===== src/rtl/instr_prefetch_queue_if.sv =====
// Fetch-side memory bus, redirect/halt controls and decode-side handshake
// of the instruction prefetch queue.
interface instr_prefetch_queue_if #(
    parameter int AW = 10
);
    logic          imem_req;
    logic [AW-1:0] imem_addr;
    logic          imem_ack;
    logic [31:0]   imem_rdata;
    logic          redirect;
    logic [31:0]   redirect_pc;
    logic          halt;
    logic          id_valid;
    logic [31:0]   id_ir;
    logic [31:0]   id_npc;
    logic          id_ready;

    modport master (
        output imem_req, imem_addr, id_valid, id_ir, id_npc,
        input  imem_ack, imem_rdata, redirect, redirect_pc, halt, id_ready
    );

    modport slave (
        input  imem_req, imem_addr, id_valid, id_ir, id_npc,
        output imem_ack, imem_rdata, redirect, redirect_pc, halt, id_ready
    );
endinterface


===== src/rtl/instr_prefetch_queue.sv =====
// Instruction prefetch queue: fetches words over a req/ack bus into a small
// FIFO of {ir, pc+1} entries, flushing on redirects and stopping on a sticky halt.
module instr_prefetch_queue #(
    parameter int          DEPTH    = 4,
    parameter int          AW       = 10,
    parameter logic [31:0] RESET_PC = 32'd0
) (
    input  logic                      clk1,
    input  logic                      rst_n,
    instr_prefetch_queue_if.master    bus
);
    localparam int             PW      = $clog2(DEPTH);
    localparam logic [PW:0]    DEPTH_C = (PW+1)'(DEPTH);

    typedef enum logic [1:0] {IDLE, REQ, DRAIN} state_t;

    state_t          state_q, state_d;
    logic [31:0]     fetch_pc_q, fetch_pc_d;
    logic [AW-1:0]   drain_addr_q, drain_addr_d;
    logic            halted_q, halted_d;
    logic [PW:0]     count_q, count_d;
    logic [PW-1:0]   rd_ptr_q, rd_ptr_d;
    logic [PW-1:0]   wr_ptr_q, wr_ptr_d;

    logic [31:0]     ir_mem  [DEPTH];
    logic [31:0]     npc_mem [DEPTH];

    logic            halt_eff;
    logic            push;
    logic            pop;
    logic            id_valid;
    logic [PW+1:0]   count_pop;

    assign id_valid = (count_q != '0);

    always_comb begin
        halt_eff     = halted_q | bus.halt;
        halted_d     = halt_eff;
        push         = (state_q == REQ) && bus.imem_ack && !bus.redirect;
        pop          = id_valid && bus.id_ready && !bus.redirect;
        count_pop    = {1'b0, count_q} + (PW+2)'(pop);
        state_d      = state_q;
        drain_addr_d = drain_addr_q;
        fetch_pc_d   = fetch_pc_q;
        count_d      = count_q;
        rd_ptr_d     = rd_ptr_q;
        wr_ptr_d     = wr_ptr_q;

        // A redirect flushes the queue and wins over any push or pop this cycle
        if (bus.redirect) begin
            fetch_pc_d = bus.redirect_pc;
            count_d    = '0;
            rd_ptr_d   = '0;
            wr_ptr_d   = '0;
        end else begin
            if (push) begin
                fetch_pc_d = fetch_pc_q + 32'd1;
            end
            count_d  = count_q + (PW+1)'(push) - (PW+1)'(pop);
            rd_ptr_d = rd_ptr_q + PW'(pop);
            wr_ptr_d = wr_ptr_q + PW'(push);
        end

        unique case (state_q)
            IDLE: begin
                if (!halt_eff && (bus.redirect || count_pop < {1'b0, DEPTH_C})) begin
                    state_d = REQ;
                end
            end
            REQ: begin
                if (bus.imem_ack) begin
                    state_d = (count_d < DEPTH_C && !halt_eff) ? REQ : IDLE;
                end else if (bus.redirect) begin
                    // Keep driving the old address until the memory answers
                    state_d      = DRAIN;
                    drain_addr_d = fetch_pc_q[AW-1:0];
                end
            end
            DRAIN: begin
                if (bus.imem_ack) begin
                    state_d = halt_eff ? IDLE : REQ;
                end
            end
            default: state_d = IDLE;
        endcase
    end

    always_ff @(posedge clk1 or negedge rst_n) begin
        if (!rst_n) begin
            state_q      <= IDLE;
            fetch_pc_q   <= RESET_PC;
            drain_addr_q <= RESET_PC[AW-1:0];
            halted_q     <= 1'b0;
            count_q      <= '0;
            rd_ptr_q     <= '0;
            wr_ptr_q     <= '0;
        end else begin
            state_q      <= state_d;
            fetch_pc_q   <= fetch_pc_d;
            drain_addr_q <= drain_addr_d;
            halted_q     <= halted_d;
            count_q      <= count_d;
            rd_ptr_q     <= rd_ptr_d;
            wr_ptr_q     <= wr_ptr_d;
        end
    end

    always_ff @(posedge clk1) begin
        if (push) begin
            ir_mem[wr_ptr_q]  <= bus.imem_rdata;
            npc_mem[wr_ptr_q] <= fetch_pc_q + 32'd1;
        end
    end

    assign bus.imem_req  = (state_q != IDLE);
    assign bus.imem_addr = (state_q == DRAIN) ? drain_addr_q : fetch_pc_q[AW-1:0];
    assign bus.id_valid  = id_valid;
    assign bus.id_ir     = id_valid ? ir_mem[rd_ptr_q]  : 32'd0;
    assign bus.id_npc    = id_valid ? npc_mem[rd_ptr_q] : 32'd0;
endmodule


===== src/flat_wrapper.sv =====
// flat-port wrapper written by rule: the top's interface ports become plain ports
module instr_prefetch_queue_flat 
#(
    parameter int          DEPTH    = 4,
    parameter int          AW       = 10,
    parameter logic [31:0] RESET_PC = 32'd0
)
  (clk1, rst_n, bus_imem_req, bus_imem_addr, bus_id_valid, bus_id_ir, bus_id_npc, bus_imem_ack, bus_imem_rdata, bus_redirect, bus_redirect_pc, bus_halt, bus_id_ready);
  instr_prefetch_queue_if #(.AW(AW)) bus_i ();
  input  logic clk1;
  input  logic rst_n;
  output wire logic [$bits(bus_i.imem_req)-1:0] bus_imem_req;
  output wire logic [$bits(bus_i.imem_addr)-1:0] bus_imem_addr;
  output wire logic [$bits(bus_i.id_valid)-1:0] bus_id_valid;
  output wire logic [$bits(bus_i.id_ir)-1:0] bus_id_ir;
  output wire logic [$bits(bus_i.id_npc)-1:0] bus_id_npc;
  input wire logic [$bits(bus_i.imem_ack)-1:0] bus_imem_ack;
  input wire logic [$bits(bus_i.imem_rdata)-1:0] bus_imem_rdata;
  input wire logic [$bits(bus_i.redirect)-1:0] bus_redirect;
  input wire logic [$bits(bus_i.redirect_pc)-1:0] bus_redirect_pc;
  input wire logic [$bits(bus_i.halt)-1:0] bus_halt;
  input wire logic [$bits(bus_i.id_ready)-1:0] bus_id_ready;
  assign bus_imem_req = bus_i.imem_req;
  assign bus_imem_addr = bus_i.imem_addr;
  assign bus_id_valid = bus_i.id_valid;
  assign bus_id_ir = bus_i.id_ir;
  assign bus_id_npc = bus_i.id_npc;
  assign bus_i.imem_ack = bus_imem_ack;
  assign bus_i.imem_rdata = bus_imem_rdata;
  assign bus_i.redirect = bus_redirect;
  assign bus_i.redirect_pc = bus_redirect_pc;
  assign bus_i.halt = bus_halt;
  assign bus_i.id_ready = bus_id_ready;
  instr_prefetch_queue #(.DEPTH(DEPTH), .AW(AW), .RESET_PC(RESET_PC)) u_core (.clk1(clk1), .rst_n(rst_n), .bus(bus_i));
endmodule

===== config.mk =====
export PLATFORM = sky130hd
export DESIGN_NAME = instr_prefetch_queue_flat
export DESIGN_NICKNAME = d
export VERILOG_FILES = /design/src/rtl/instr_prefetch_queue_if.sv /design/src/rtl/instr_prefetch_queue.sv /design/src/flat_wrapper.sv
export SDC_FILE = /design/constraint.sdc
export NUM_CORES = 1
export LEC_CHECK = 0
export ABC_AREA = 1
export BUFFER_PORTS_ARGS = -buffer_cell sky130_fd_sc_hd__buf_2
export CAP_MARGIN = 0
export CORE_UTILIZATION = 40
export DETAILED_ROUTE_END_ITERATION = 6
export HOLD_SLACK_MARGIN = 0.05
export PLACE_DENSITY = 0.65
export SKIP_LAST_GASP = 1
export SYNTH_ARGS = -nofsm -noshare
export SYNTH_HDL_FRONTEND = slang
export SYNTH_SLANG_ARGS = --single-unit

===== constraint.sdc =====
create_clock -name clk1 -period 6.2 [get_ports clk1]
set_input_delay 0.93 -clock clk1 [delete_from_list [all_inputs] [get_ports clk1]]
set_output_delay 0.93 -clock clk1 [all_outputs]
set_load 0.02 [all_outputs]

# Word level (Yosys, flattened, before mapping)
# Memories as Yosys holds them, arrays and structs flattened.
# Cells that the tools add are included.
dict set report word_totals {
  ff_bits 52
  latchBits 0
  ramBits 256
  rom_bits 0
  inputBits 70
  out_inout_bits 76
  word_cells 56
  memories 2
}
dict set report op_classes {
  n_addsub 6
  multipliers 0
  div_mod_pow 0
  n_lt_le_gt_ge 2
  eq_ne 5
  n_shift 0
  mux 17
  n_bitwise 2
  n_reduce_logical 15
}
# memory depth word_bits read_ports rd_ports_with_merged_regs write_ports line
set memory_table {}
lappend memory_table {u_core.ir_mem 4 32 1 0 1 instr_prefetch_queue.sv:25} ;# logic [31:0] ir_mem [DEPTH];
lappend memory_table {u_core.npc_mem 4 32 1 0 1 instr_prefetch_queue.sv:26} ;# logic [31:0] npc_mem [DEPTH];
# op count
set ops {}
lappend ops {{$mux W32} 4}
lappend ops {{$add A32 B1 Y32 const B} 1}
lappend ops {{$mux W2} 6}
lappend ops {{$mux W10} 1}
lappend ops {{$logic_and A1 B1 Y1} 6}
lappend ops {{$pmux W2 S3} 1}
lappend ops {{$reduce_and A3 Y1} 2}
lappend ops {{$add A2 B1 Y2} 2}
lappend ops {{$add A3 B1 Y4} 1}
lappend ops {{$lt A4 B3 Y1 const B} 1}
lappend ops {{$mux W1} 4}
lappend ops {{$reduce_bool A2 Y1} 2}
lappend ops {{$add A3 B1 Y3} 1}
lappend ops {{$lt A3 B3 Y1 const B} 1}
lappend ops {{$mux W3} 1}
lappend ops {{$ne A3 B3 Y1 const B} 1}
lappend ops {{$reduce_bool A3 Y1} 1}
lappend ops {{$sub A3 B1 Y3} 1}
lappend ops {{$eq A2 B1 Y1 const B} 1}
lappend ops {{$eq A2 B2 Y1 const B} 1}
lappend ops {{$logic_not A1 Y1} 2}
lappend ops {{$logic_not A2 Y1} 1}
lappend ops {{$ne A2 B1 Y1 const B} 1}
lappend ops {{$ne A2 B2 Y1 const B} 1}
lappend ops {{3 further kinds} 3}

# Logic depth before layout (Yosys ltp)
# Gate-level depths: netlist of the first run.
dict set report depth {
  ltp_word 11
  mapped_depth 15
  ltp_nobuf 14
}

# Worst setup path before layout of the first run
# Ideal clock, no wire load.
dict set report synth_timing {
  kind {input-to-reg}
  start {input port bus_imem_ack}
  end {memory u_core.ir_mem[0][0] (enable)}
  setup_ps 565
  t_arrival_ps 5623
  required_ps 5635
  setup_slack_ps 12
  cell_stages 4
  n_path_buf 0
  path_cell_list {inv_1 > nor2_1 > nand2_1 > nor3_1}
}
dict set report synth_between {
  elab_chain_cells 4
}
# item line
set synth_lines {}
lappend synth_lines {{from (decl)} flat_wrapper.sv:17} ;# input wire logic [$bits(bus_i.imem_ack)-1:0] bus_imem_ack;
lappend synth_lines {{$logic_and A1 B1 Y1 (2 in series)} instr_prefetch_queue.sv:39} ;# push = (state_q == REQ) && bus.imem_ack && !bus.redirect;
lappend synth_lines {{$mux W1} instr_prefetch_queue.sv:109} ;# if (push) begin
lappend synth_lines {{$mux W1 (not written as such)} instr_prefetch_queue.sv:110} ;# ir_mem[wr_ptr_q] <= bus.imem_rdata;
lappend synth_lines {{to (decl)} instr_prefetch_queue.sv:25}
# Every way passes these cells.

# Worst setup path in the final report of the first run
dict set report layout_timing {
  start {register u_core.rd_ptr_q[0]}
  end {output port bus_id_npc[10]}
}
dict set report layout_between {
  elab_chain_cells 2
}
# item line
set layout_lines {}
lappend layout_lines {{from (decl)} instr_prefetch_queue.sv:22} ;# logic [PW-1:0] rd_ptr_q, rd_ptr_d;
lappend layout_lines {{from (signal assigned)} instr_prefetch_queue.sv:103} ;# rd_ptr_q <= rd_ptr_d;
lappend layout_lines {{$mem_v2 Z4 W32} --}
lappend layout_lines {{$mux W32} instr_prefetch_queue.sv:119} ;# assign bus.id_npc = id_valid ? npc_mem[rd_ptr_q] : 32'd0;
lappend layout_lines {{to (decl)} flat_wrapper.sv:16} ;# output wire logic [$bits(bus_i.id_npc)-1:0] bus_id_npc;
# Every way passes these cells.

==> results of run 1 <==
worst paths after layout:
| path | endpoint | start |
|---|---|---|
| min in group asynchronous | u_core.fetch_pc_q[12] | rst_n |
| max in group asynchronous | u_core.rd_ptr_q[0] | rst_n |
| setup / recovery | bus_id_npc[10] | u_core.rd_ptr_q[0] |
| hold reg to reg | u_core.halted_q | u_core.halted_q |
| hold / removal | u_core.halted_q | u_core.halted_q |
| setup reg to reg | u_core.state_q[0] | u_core.state_q[1] |
cell type report:
type                       count  area (µm²)  share of cell area, %
multi-input combinational    843        3830                   24.5
clock buffer                  42         955                   6.11
clock inverter                20         184                   1.18
inverter                      82         309                   1.98
sequential                   308        8990                   57.5
timing repair buffer         156         808                   5.17
tap                          442         553                   3.54
Yosys cell counts, types with 2 or more instances:
cell type / number / share of area (%)
xor2_1: 10 / 0.66
buf_4: 2 / 0.11
nor2_2: 3 / 0.14
dfrtp_1: 52 / 9.7
clkbuf_1: 27 / 0.76
nor2_4: 5 / 0.42
a21oi_1: 67 / 2.5
xor2_2: 4 / 0.49
o21ai_0: 164 / 6.1
o211ai_1: 8 / 0.45
nand2_1: 224 / 6.3
nor3_1: 5 / 0.19
xnor2_1: 2 / 0.13
nand3_1: 24 / 0.90
buf_1: 10 / 0.28
inv_1: 80 / 2.2
nand2_4: 2 / 0.17
o21ai_1: 4 / 0.15
nor2_1: 306 / 8.6
inv_2: 2 / 0.056
and2_1: 2 / 0.094
ha_1: 7 / 0.66
buf_2: 22 / 0.82
edfxtp_1: 256 / 58
routing by layer:
metal | GRT usage, % | up-vias | wire length (µm)
met2 | 31.2 | 248 | 14800
met3 | 3.03 | 44 | 1710
li1 | - | 4596 | -
met4 | 4.69 | 2 | 561
met5 | 0 | - | 13
met1 | 23.7 | 4483 | 13700
state kept, by name, indices dropped and copies added (netlist names):
register	flops
u_core.count_q	3
u_core.drain_addr_q	10
u_core.fetch_pc_q	32
u_core.halted_q	1
u_core.ir_mem	128
u_core.npc_mem	128
u_core.rd_ptr_q	2
u_core.state_q	2
u_core.wr_ptr_q	2
worst min-delay path, stage by stage, from the launching register on:
cell and delay [ps]:
dfrtp_1 320, nor2_1 50, inv_1 60
kinds of logic after synthesis:
kind of cell / count (synthesis) / synth area share [%]
buffers and inverters: 143 / 4.28
and+or+nand+nor: 575 / 17.1
xor gates and xnor gates: 16 / 1.27
AOI/OAI and AO/OA: 244 / 9.30
DFF: 308 / 67.3
adders and majority gates: 8 / 0.805
power breakdown:
| group | leakage, nW | internal (mW) | total, mW | switching [mW] |
|---|---|---|---|---|
| Clock | 0.546 | 1.22 | 2.00 | 0.780 |
| Sequential | 2.96 | 2.40 | 2.51 | 0.105 |
| Combinational | 2.67 | 0.370 | 1.34 | 0.972 |
stage by stage:
step	area (µm²)	std cells
after floorplan	13400	1294
after global placement	14500	1831
after detailed placement	14500	1831
after CTS	15600	1893
after global routing	15600	1893
final	15600	1893
==> impl_results.md, run 1 <==
* Largest net degree at the start of global routing at 79
* Pwr/cell area at 374 nW/µm²
* RSZ-0062 raised after global routing: false
* Clk_skew at about 28 ps
* Setup Slack @ Placement at 2170 ps
* CP Launch Type: flip-flop
* First-pass GRT wire length at 47.4 mm
* Worst EP required at 5270 ps
* Slew headroom at between 20% and 30%
* Worst setup EP type: primary output
* Horiz. Die Dim at roughly 180 µm
* Routed wire length at 30.8 mm
* Worst-path clk slew at around 60 ps
* Routability congestion estimate from global placement at approximately 0.89
* Slowest stage delay, CP at 800 ps
* Final worst-path cycle share at 70.6%
* Antenna cells at 0
* Top FF cell, synth: edfxtp_1
* Hold path cells at 2
* Commonest cells after routing, fill and taps aside: nor2_1, edfxtp_1, nand2_1, o21ai_0, buf_2
* Share of layout cells above drive strength 1 at ~16%
* Layout area overhead at 17.0%
* Hold buffers post-CTS at 0
* Post-CTS Resized at 0
* Final hold slack at 468 ps
* TritonCTS buffer count at 34
* Leakage at 6.17 nW
* CP Class: flip-flop to primary output
* H-Tree Depth at 2
* Post-Syn Area at 13400 µm²
* Distinct cells, synth at 30
* Critical path depth at 5
* Critical path cell sequence: clkinv_2 -> buf_4 -> o21ai_0 -> a21oi_1 -> buf_2
* # port buffers at between 100 and 150
* GRT Residual Overflow at 0
* Final setup fails at 0
* Chip Height at 185 µm
* Nets at 1503
* Minimum clock period at about 4400 ps
* Fmax at 228 MHz
* Asr flop ratio synth at ~17%
* Clk Latency, worst-skew pair at about 520 ps
* Initial Util at 40.9%
* CP delay by family, top: buffers and inverters
* Post-synth EDFFs at 256
* Status: finished, final reports clean
* Clock Sinks at ~310
* CP max stage cell: dfrtp_4
* Fin util at 47.8%
* IO Pins at 146
* Post-route DRC at 0
* Max-cap violations at 0
* Vias in the first global route at 9031
* Drt initial violations at 657
* Mapped Cells at 1294
* Hold Fails Final Rpt at 0
* Vias at 9373
* CP bufs+invs at 3
* Root Buffer: clkbuf_16
* Placeable Area at ~33000 µm²
* PnR Total Power at slightly below 6 mW
* Filler Cells Inserted at between 3000 and 4000
* Sequential share of the synthesized area at about two thirds
* Synthesized flop and latch total at 308
* Wire length per cell at 16.3 µm
* Area of the die at 34100 µm²
* Post-route ant nets at 0
* Actual slew at the worst max-slew pin at 1060 ps
* First-pass DRT Iterations at 5
* Final setup TNS at 0 ps
* CTS tree: done
* Warnings, synthesis at 0
* Worst Reg-to-Reg Cells at 14
* Worst reg-to-reg setup slack at 3070 ps
* Vias per inst at 4.95
* Antenna violations before repair at 1
* Mapped Avg Cell Area at 10.3 µm²
* Syn_nets at 1372
* Max IR drop VDD at 0.180 mV
* Bufs on Longest Clock Path at 3
* Slew Limit Fails at 0
* Leading cell type in the layout, fill and taps excluded: nor2_1
* Worst Path Arrival at 3450 ps
* Setup WS post-layout at 1820 ps
* Post-detail-place hpwl at between 15 and 20 mm
* Critical path fanouts, max at 72
* Row cnt at 66
* Gr usage total at 18.1%
* Worst hold path type: flip-flop to flip-flop
* Post-CTS Setup Bufs at 0
No activity file was read; power rests on OpenSTA's default activity.
==> run 2, diff against run 1 <==
--- a/config.mk
+++ b/config.mk
@@ -11,7 +11,7 @@
 export CORE_UTILIZATION = 40
 export DETAILED_ROUTE_END_ITERATION = 6
 export HOLD_SLACK_MARGIN = 0.05
-export PLACE_DENSITY = 0.65
+export PLACE_DENSITY = 0.67
 export SKIP_LAST_GASP = 1
 export SYNTH_ARGS = -nofsm -noshare
 export SYNTH_HDL_FRONTEND = slang
==> constraint.sdc (replaced) <==
create_clock -name clk1 -period 3.99 [get_ports clk1]
set_input_delay 0.5985 -clock clk1 [delete_from_list [all_inputs] [get_ports clk1]]
set_output_delay 0.5985 -clock clk1 [all_outputs]
set_load 0.02 [all_outputs]
==> impl_results.md, run 2 (synthesis gave the netlist of run 1 again) <==
* Status: finished, final reports clean
* Placeable Area at 32700 µm² (unchanged)
* Bufs on Longest Clock Path at 3 (unchanged)
* Top flop regs: u_core.ir_mem (128), u_core.npc_mem (128), u_core.fetch_pc_q (32)
* Antenna cells at 0 (unchanged)
* Critical path cell sequence: clkinv_2 -> buf_4 -> o21ai_0 -> a21oi_1 -> buf_2
* Post-route ant nets at 0 (unchanged)
* Post-detail-place hpwl at 18.9 mm (+5.3%)
* First-pass GRT wire length at 48.4 mm (+2.1%)
* Worst reg-to-reg setup slack at 1650 ps (-1420 ps)
* Actual slew at the worst max-slew pin at 1160 ps (+96.9 ps)
* Placed Instance Area at 14600 µm² (+0.47%)
* First-pass DRT Iterations at 5 (unchanged)
* Design Area, Final at 15600 µm² (about the same)
* Minimum clock period at roughly 3300 ps
* Clk Latency, worst-skew pair at 510 ps (about the same)
* TritonCTS buffer count at 35 (+2.9%)
* Post-CTS Resized at 0 (unchanged)
* Routability congestion estimate from global placement at 0.901 (+1.2%)
* Hold buffers post-CTS at 0 (unchanged)
* Routed wire length at 31.4 mm (+1.9%)
* Wire length per cell at 16.6 µm (+1.7%)
* Final worst-path cycle share at 83.4%
* Final setup fails at 0 (unchanged)
* Horiz. Die Dim at 185 µm (unchanged)
* Max IR drop VDD at 0.246 mV (+37%)
* Worst hold path type: primary input to async pin
* Post-CTS Setup Bufs at 0 (unchanged)
* Slew headroom at 22.8% (-6.4 points)
* Vias at 9323 (-0.53%)
* Hold Fails Final Rpt at 0 (unchanged)
* Worst EP required at 3390 ps (-1880 ps)
* CP Launch Type: flip-flop
* Antenna violations before repair at 0 (-1)
* Pwr/cell area at 577 nW/µm² (+54%)
* Worst Reg-to-Reg Cells at 13 (-1)
* Fmax at 301 MHz
* Leakage at 6.18 nW (about the same)
* IO Pins at 146 (unchanged)
* Slowest stage delay, CP at 840 ps (+40 ps)
* CP Class: flip-flop to primary output
* GRT Residual Overflow at 0 (unchanged)
* Slew Limit Fails at 0 (unchanged)
* Share of layout cells above drive strength 1 at 16.0% (-0.022 points)
* Drt initial violations at 587 (-11%)
* CP bufs+invs at 3 (unchanged)
* H-Tree Depth at 2 (unchanged)
* Gr usage total at 18.4% (+0.30 points)
* Max-cap violations at 0 (unchanged)
* # port buffers at 145 (unchanged)
* Critical path fanouts, max at 128 (+78%)
* CP max stage cell: buf_4
* Worst Path Arrival at 2730 ps (-720 ps)
* CP delay by family, top: buffers and inverters
* Area of the die at 34100 µm² (unchanged)
* Leading cell type in the layout, fill and taps excluded: nor2_1
* R2R Path Start: u_core.count_q[1]
* R2r endpoint: u_core.state_q[0]
* Commonest cells after routing, fill and taps aside: nor2_1, edfxtp_1, nand2_1, o21ai_0, buf_2
* RSZ-0062 raised after global routing: false
* Nets at 1508 (+0.33%)
* PnR Total Power at 9.02 mW (+54%)
* Worst-path clk slew at 60 ps (about the same)
* Clk_skew at 19.9 ps (-8.25 ps)
* Post-route DRC at 0 (unchanged)
* Root Buffer: clkbuf_16
* CTS tree: done
* Fin util at 47.8% (about the same)
* Chip Height at 185 µm (unchanged)
* Worst setup EP type: primary output
* Initial Util at 40.9% (unchanged)
* Vias per inst at 4.92 (-0.64%)
* Clock Sinks at 308 (unchanged)
* Filler Cells Inserted at 3045 (-0.29%)
* Largest net degree at the start of global routing at 129 (+63%)
* Layout area overhead at 17.0% (about the same)
* Row cnt at 66 (unchanged)
* Vias in the first global route at 9058 (+0.30%)
-- run 2: metrics by stage --
| stage | hold WS (ps) | worst slack, ps | TNS (ps) | cells |
|---|---|---|---|---|
| final | 223 | 664 | 0 | 1895 |
| after global routing | 273 | 472 | 0 | 1895 |
| after CTS | 226 | 634 | 0 | 1895 |
| after detailed placement | 456 | 1170 | 0 | 1835 |
| after global placement | 453 | 1190 | 0 | 1835 |
| after floorplan | 303 | -1870 | -477800 | 1294 |
-- run 2: layout make-up --
type                            count  area (µm²)  share of cell area (%)
Inverter                           82         309                    1.98
Tap cell                          442         553                    3.54
Multi-Input combinational cell    843        3830                    24.5
Sequential cell                   308        8990                    57.5
Clock inverter                     18         159                    1.02
Clock buffer                       42         923                    5.90
Timing Repair Buffer              160         876                    5.60
-- run 2: metal layers --
layer / part of all wire [%] / vias to the layer above / routed length (µm) / GRT usage, %
met5: 0 / - / 0 / 0
met4: 2.2 / 0 / 685 / 5.59
met3: 4.5 / 47 / 1400 / 2.85
met2: 49 / 217 / 15200 / 31.5
met1: 45 / 4449 / 14000 / 24.1
li1: - / 4610 / - / -
-- run 2: how the worst max path moves through the flow --
stage	startpoint	endpoint	slack, ps	cells past startpoint
after floorplan	bus_imem_ack	u_core.ir_mem[0][0]	-1870	4
after global placement	u_core.rd_ptr_q[0]	bus_id_npc[14]	1190	5
after detailed placement	u_core.rd_ptr_q[0]	bus_id_npc[21]	1170	5
after CTS	u_core.rd_ptr_q[0]	bus_id_npc[21]	630	5
after global routing	u_core.rd_ptr_q[0]	bus_id_npc[14]	470	5
final	u_core.rd_ptr_q[0]	bus_id_npc[12]	660	5
-- run 2: power by group --
part / internal (mW) / total [mW] / switching [mW]
clock network: 1.78 / 3.01 / 1.23
registers: 3.73 / 3.86 / 0.129
logic: 0.584 / 2.15 / 1.56
